===== src/rtl/operand_forward_unit.sv =====
// operand_forward_unit
// Operand forwarding and load-use hazard unit for the instruction in ID that is
// about to issue into EX. A shadow pipeline of FWD_DEPTH entries tracks the
// register writes in flight (entry 0 = EX, entry k = k stages after EX). For each
// source operand, the unit picks the youngest matching in-flight result, or the
// register-file data when nothing matches. It stalls issue while a needed load
// result does not exist yet.
//
// Ports:
//   clk, rst      rising-edge clock; asynchronous active-high reset
//   id_valid      ID holds a valid instruction requesting issue
//   id_rs         source register addresses, src i at [i*RA_W +: RA_W]
//   id_rs_used    per-source read enable
//   id_rdata      register-file read data per source
//   id_rd         destination register of the ID instruction
//   id_reg_write  ID instruction writes rd
//   id_is_load    ID instruction is a load
//   stage_data    result of the instruction in entry k at [k*XLEN +: XLEN]
//   flush         kill the ID instruction (entry 0 receives a bubble)
//   op_data       resolved operand per source (combinational)
//   fwd_sel       per source: 0 = register file, k+1 = entry k (combinational)
//   stall         hold ID and PC this cycle (combinational)
//   stall_cnt     saturating count of stalled cycles (registered)
module operand_forward_unit #(
   parameter int XLEN      = 32,
   parameter int RA_W      = 5,
   parameter int NUM_SRC   = 2,
   parameter int FWD_DEPTH = 3,
   parameter int LOAD_LAT  = 1,
   parameter int SEL_W     = $clog2(FWD_DEPTH + 1)
) (
   input  logic                      clk,
   input  logic                      rst,
   input  logic                      id_valid,
   input  logic [NUM_SRC*RA_W-1:0]   id_rs,
   input  logic [NUM_SRC-1:0]        id_rs_used,
   input  logic [NUM_SRC*XLEN-1:0]   id_rdata,
   input  logic [RA_W-1:0]           id_rd,
   input  logic                      id_reg_write,
   input  logic                      id_is_load,
   input  logic [FWD_DEPTH*XLEN-1:0] stage_data,
   input  logic                      flush,
   output logic [NUM_SRC*XLEN-1:0]   op_data,
   output logic [NUM_SRC*SEL_W-1:0]  fwd_sel,
   output logic                      stall,
   output logic [31:0]               stall_cnt
);

   // Shadow pipeline entries
   logic [FWD_DEPTH-1:0] ent_valid_r;
   logic [FWD_DEPTH-1:0] ent_wr_r;
   logic [FWD_DEPTH-1:0] ent_ld_r;
   logic [RA_W-1:0]      ent_rd_r [FWD_DEPTH];

   logic [NUM_SRC-1:0]   found_s;
   logic [NUM_SRC-1:0]   blocked_s;
   logic                 issue_s;

   // Per-source operand selection: youngest matching entry wins; a load that is
   // too young to have its data blocks the source, even if older entries match
   always_comb begin
      found_s   = '0;
      blocked_s = '0;
      fwd_sel   = '0;
      op_data   = id_rdata;
      for (int i = 0; i < NUM_SRC; i++) begin
         for (int k = 0; k < FWD_DEPTH; k++) begin
            if (!found_s[i] && ent_valid_r[k] && ent_wr_r[k] &&
                (ent_rd_r[k] == id_rs[i*RA_W +: RA_W]) &&
                (id_rs[i*RA_W +: RA_W] != {RA_W{1'b0}}) && id_rs_used[i]) begin
               found_s[i] = 1'b1;
               if (ent_ld_r[k] && (k < LOAD_LAT)) begin
                  blocked_s[i] = 1'b1;
               end else begin
                  fwd_sel[i*SEL_W +: SEL_W] = SEL_W'(k + 1);
                  op_data[i*XLEN +: XLEN]   = stage_data[k*XLEN +: XLEN];
               end
            end else begin
               found_s[i] = found_s[i];
            end
         end
      end
   end

   assign stall   = id_valid && !flush && (|blocked_s);
   assign issue_s = id_valid && !stall && !flush;

   // Shadow pipeline advance: entry 0 takes the issuing instruction or a bubble,
   // older entries shift every cycle regardless of stall
   always_ff @(posedge clk or posedge rst) begin
      if (rst) begin
         ent_valid_r <= '0;
         ent_wr_r    <= '0;
         ent_ld_r    <= '0;
         for (int k = 0; k < FWD_DEPTH; k++) begin
            ent_rd_r[k] <= {RA_W{1'b0}};
         end
      end else begin
         for (int k = 1; k < FWD_DEPTH; k++) begin
            ent_valid_r[k] <= ent_valid_r[k-1];
            ent_wr_r[k]    <= ent_wr_r[k-1];
            ent_ld_r[k]    <= ent_ld_r[k-1];
            ent_rd_r[k]    <= ent_rd_r[k-1];
         end
         if (issue_s) begin
            ent_valid_r[0] <= 1'b1;
            ent_rd_r[0]    <= id_rd;
            ent_wr_r[0]    <= id_reg_write && (id_rd != {RA_W{1'b0}});
            ent_ld_r[0]    <= id_is_load;
         end else begin
            ent_valid_r[0] <= 1'b0;
            ent_rd_r[0]    <= {RA_W{1'b0}};
            ent_wr_r[0]    <= 1'b0;
            ent_ld_r[0]    <= 1'b0;
         end
      end
   end

   // Saturating stall-cycle counter
   always_ff @(posedge clk or posedge rst) begin
      if (rst) begin
         stall_cnt <= 32'd0;
      end else if (stall && (stall_cnt != 32'hFFFF_FFFF)) begin
         stall_cnt <= stall_cnt + 32'd1;
      end else begin
         stall_cnt <= stall_cnt;
      end
   end

endmodule


===== config.mk =====
export PLATFORM = sky130hd
export DESIGN_NAME = operand_forward_unit
export DESIGN_NICKNAME = d
export VERILOG_FILES = /design/src/rtl/operand_forward_unit.sv
export SDC_FILE = /design/constraint.sdc
export NUM_CORES = 1
export LEC_CHECK = 0
export ABC_AREA = 1
export CAP_MARGIN = 25
export CELL_PAD_IN_SITES_DETAIL_PLACEMENT = 1
export CELL_PAD_IN_SITES_GLOBAL_PLACEMENT = 2
export CORE_MARGIN = 2
export CORE_UTILIZATION = 22
export CTS_CLUSTER_DIAMETER = 150
export DETAILED_ROUTE_END_ITERATION = 6
export PLACE_DENSITY_LB_ADDON = 0.1
export SETUP_SLACK_MARGIN = 0.5
export SYNTH_ARGS = -nofsm -noshare
export SYNTH_HDL_FRONTEND = slang
export SYNTH_SLANG_ARGS = --single-unit

===== constraint.sdc =====
create_clock -name clk -period 3.1 [get_ports clk]
set_input_delay 0.62 -clock clk [delete_from_list [all_inputs] [get_ports clk]]
set_output_delay 0.62 -clock clk [all_outputs]
set_load 0.02 [all_outputs]

# Word-level counts from Yosys, hierarchy flattened
# Cells that the tools add are included.
# op_classes
magnitude_cmp,0
n_bitwise,0
n_mux,26
multipliers,0
n_reduce_logical,43
div_mod_pow,0
addsub,1
n_eq_ne,7
shift,0
# ops
op,count
$mux 32,8
$logic_and 1x1->1,33
$add 32x1->32 const B,1
$ne 32x32->1 const B,1
$eq 5x5->1,6
$reduce_bool 5->1,3
$mux 2,6
$mux 1,11
$logic_not 1->1,6
$mux 5,1
$reduce_or 2->1,1
# word_totals
input_bits,183
latch_bits,0
mem_bits_ro,0
reg_bits,54
ram_bits,0
memories,0

# Depth between registers and ports, before layout
# Gate-level depths: netlist of run 1.
# depth
ltp_word,19
depth_mapped,12
ltp_nobuf,11

# Worst setup path after synthesis of run 1
# OpenSTA, ideal clock, no wires.
# synth_timing
kind,input port to output port
from,input port id_rs_used[0]
to,output port fwd_sel[0]
slack_ns,0.627
arrival_ns,1.853
path_stages,9
n_path_buf,1
cell_sequence,inv_1 > a21oi_1 > nand2_1 > nor2_4 > nand2_4 > nand2_2 > inv_2 > buf_2 > o22ai_1
# synth_via
elab_chain_cells,16
word_cells_on_any_way,18
# synth_lines
element,line_no,source
start: declaration,36,"input logic [NUM_SRC-1:0] id_rs_used,"
$logic_and 1x1->1,70,(id_rs[i*RA_W +: RA_W] != {RA_W{1'b0}}) && id_rs_used[i]) begin
$mux 1,68,if (!found_s[i] && ent_valid_r[k] && ent_wr_r[k] &&
$logic_not 1->1,68,
$logic_and 1x1->1 (3 in a row),68,
$logic_and 1x1->1,69,(ent_rd_r[k] == id_rs[i*RA_W +: RA_W]) &&
$logic_and 1x1->1,70,
$mux 1,68,
$logic_not 1->1,68,
$logic_and 1x1->1 (3 in a row),68,
$logic_and 1x1->1,69,
$logic_and 1x1->1,70,
$mux 2 (*),68,
end: declaration,44,"output logic [NUM_SRC*SEL_W-1:0] fwd_sel,"
# Every way passes the cells marked *; elsewhere a longest branch is shown, timed or not.

# Worst setup path after layout of run 1
# layout_timing
from,register ent_rd_r[14] in the netlist's numbering
to,output port op_data[13]
# layout_via
elab_chain_cells,19
word_cells_on_any_way,21
# layout_lines
element,line_no,source
start: declaration,53,logic [RA_W-1:0] ent_rd_r [FWD_DEPTH];
start signal: indexed assignment,96,ent_rd_r[k] <= {RA_W{1'b0}};
start signal: indexed assignment,103,ent_rd_r[k] <= ent_rd_r[k-1];
$eq 5x5->1 (*),69,
$logic_and 1x1->1 (*),68,
$logic_and 1x1->1 (*),69,
$logic_and 1x1->1 (*),70,
$mux 1,68,
$logic_not 1->1,68,
$logic_and 1x1->1 (3 in a row),68,
$logic_and 1x1->1,69,
$logic_and 1x1->1,70,
$mux 1,68,
$logic_not 1->1,68,
$logic_and 1x1->1 (3 in a row),68,
$logic_and 1x1->1,69,
$logic_and 1x1->1,70,
$mux 32 (*),68,
end: declaration,43,"output logic [NUM_SRC*XLEN-1:0] op_data,"
# Marks and branches as above.

==> impl_metrics.yaml, run 1 <==
grt:
  grt_usage: 0.2517
  grt_max_degree: 55
  grt_pass1_wl_um: 60600
  grt_pass1_vias: 10140
  grt.overflow.total: 0
  antenna_found_initial: 5
setup_path:
  crit_fanout: 8
  worstPathCellList: "inv_1 -> nand2_1 -> nand2_2 -> nand2_2 -> nor2_4 -> nand2_4 -> buf_12 -> nand2_8 -> clkinv_8 -> buf_12 -> nand2_1 -> nand3_2 -> buf_6"
  crit_type: "reg -> out"
  cp.required_ns: 2.48
  critPathTopFamily: "simple AND/OR/NAND/NOR gates"
  cp.arrival_ns: 2.20
  cpMaxStageDelayCell: "dfrtp_1"
  worst-path-buf-inv: 5
  endpoint_kind: "output port"
  slowest_delay_ns: 0.43
  critPathLaunchType: "register"
cells_and_area:
  final_common_cell: "nand2_1"
  final_core_util: 0.4529
  nNetsFinal: 1794
  drive_gt1_frac: 0.3011
  area_growth_pct: 102.4
  layout_common_cells: "nand2_1 (531), clkdlybuf4s50_1 (202), nand3_1 (140)"
  final_area_um2: 13420
  instances_no_fill: 2006
floorplanning:
  rows: 63
  start_util: 0.2237
  coreArea_um2: 29640
  die_h_um: 177.6
  ios: 284
  fp.dieW_um: 177.6
  die_area_um2: 31550
clock_network:
  hold_buffers: 0
  clock_latency_ns: 0.31
  clkTransAtPathRegs_ns: 0.07
  cts_inserted_buffers: 5
  cts_buffer_depth: 2
  clock-sinks: 54
  cts_tree: "done"
  root_buffer: "clkbuf_16"
  htree_levels: 2
synthesis:
  synthCells: 1231
  synth_nets: 1415
  synth_top_family_by_area: "simple AND/OR/NAND/NOR gates"
  syn_avg_cell_area_um2: 5.387
  synthXorXnorAreaFrac: 0.04358
  synth_compound_area_frac: 0.01189
  synth.distinct_cells: 27
  yosysWarnings: 0
  yosysTopAreaCell: "nand2_1"
  yosysTopAreaCellShare: 0.3272
  synthMuxAreaShare: 0
  synthSimpleGateAreaFrac: 0.6491
  ys_ff_latch: 54
  synthesis.area_um2: 6631
  synth_seq_area_share: 0.2038
  synthAdderAreaFrac: 0.001887
  synth_area_leaders: "nand2_1 (33%), dfrtp_1 (20%), nand3_1 (19%)"
place:
  place_congestion: 0.8618
  placed_cell_area_um2: 10510
  portBuffers: 283
  place_inst: 1913
  dp_hpwl_um: 28660
drt:
  drtPass1Iterations: 5
  via_per_inst: 5.050
  ant_nets: 0
  wl_per_cell_um: 21.80
  dr_total_vias: 10130
  drtIter0Drc: 582
  drc_errors: 0
  drt_wl_total_um: 43740
sta:
  rsz0062_at_grt: "yes"
  min_period_over_period: 0.9093
  clock.fmax_mhz: 354.8
  worst_clock_skew_ns: 0.01018
  min_period_ns: 2.819
  tightest_slew_ns: 0.4525
  final_hold_viol_count: 0
  maxSlewViolCount: 0
  setup_viol: 0
  maxSlewHeadroom: 0.6983
power_and_ir_drop:
  ir_worst_vdd_mv: 0.2544
  p_per_area_nw_per_um2: 171.9
  p_leak_uw: 0.006337
  total_power_uw: 2307
outcome:
  status: "completed"
min_path:
  hp-class: "reg -> reg"
job:
  cap_violations: 0
## report_power, final
part | switching [µW] | internal, µW
sequential | 15.8 | 716
clock | 294 | 326
combinational | 460 | 495
total | 770 | 1540
## state kept, by name (all words and copies together) (netlist names)
register	flops
ent_wr_r	3
stall_cnt	32
ent_rd_r	15
ent_ld_r	1
ent_valid_r	3
## metal layers
layer / GRT usage / up-vias / part of all wire
met5: 0 / - / 0
met1: 0.3291 / 4936 / 0.43
met3: 0.03556 / 68 / 0.054
met2: 0.4310 / 339 / 0.48
met4: 0.06796 / 0 / 0.034
li1: - / 4788 / -
## worst paths after layout
path                            cells past startpoint  slack [ns]             end           start
worst max-delay path                               13        0.28     op_data[13]    ent_rd_r[14]
worst min-delay path                                0        0.40  ent_valid_r[1]  ent_valid_r[0]
worst max register to register                     15        0.87   stall_cnt[30]    ent_rd_r[12]
worst min register to register                      0        0.40  ent_valid_r[1]  ent_valid_r[0]
max in group asynchronous                           3        2.13     ent_ld_r[0]             rst
min in group asynchronous                           3        0.68   stall_cnt[28]             rst
## final cells by class
class,instances,area [µm²]
Inverter,61,246.5
Fill cell,3701,16220
Clock buffer,6,138.9
Antenna cell,5,12.51
Tap cell,390,488.0
Sequential cell,54,1359
Clock inverter,2,16.27
Multi-Input combinational cell,1041,5864
Timing Repair Buffer,447,5298
## metrics by stage
step           hold slack, ns  TNS, ns  setup WS, ns
2_1_floorplan          0.3535        0        0.6273
3_3_place_gp           0.3603   -36.31       -0.6901
3_5_place_dp           0.3622   -37.68       -0.7093
4_1_cts                0.4040        0        0.3162
5_1_grt                0.4213        0        0.1830
6_report               0.3992        0        0.2813
## synthesized netlist by cell type
library cell,instances
nand4_1,66
a21oi_2,1
nor2_2,4
a21boi_0,1
inv_1,52
a21oi_1,4
xor2_1,9
xnor2_1,24
nand3_1,252
o22ai_1,2
o21ai_0,6
ha_1,1
nand2_1,578
nand3_2,3
buf_4,3
nand3_4,1
inv_2,9
nand2_2,3
dfrtp_1,54
nor3_1,1
buf_2,41
nor2_4,5
buf_1,4
nand2_4,1
nor2_1,79
clkbuf_1,24
buf_6,3
## what timing repair did
action | 4_1_cts | 5_1_grt
pin swaps | 61 | 77
endpoints found under the setup margin | 76 | 69
resized for setup | 599 | 184
setup buffers | 43 | 11
cloned | 13 | 13
## logic make-up after synthesis
group                      after synthesis
and+or+nand+nor                        993
buffers and inverters                  136
DFF                                     54
xor gates and xnor gates                33
AOI/OAI and AO/OA                       14
adders and majority gates                1
No activity file was read; power rests on OpenSTA's default activity.
==> run 2: changes to the inputs <==
- HOLD_SLACK_MARGIN: not set -> 0.08
==> results of run 2 <==
The final DEF is identical to that of run 1; final timing and power are the same.
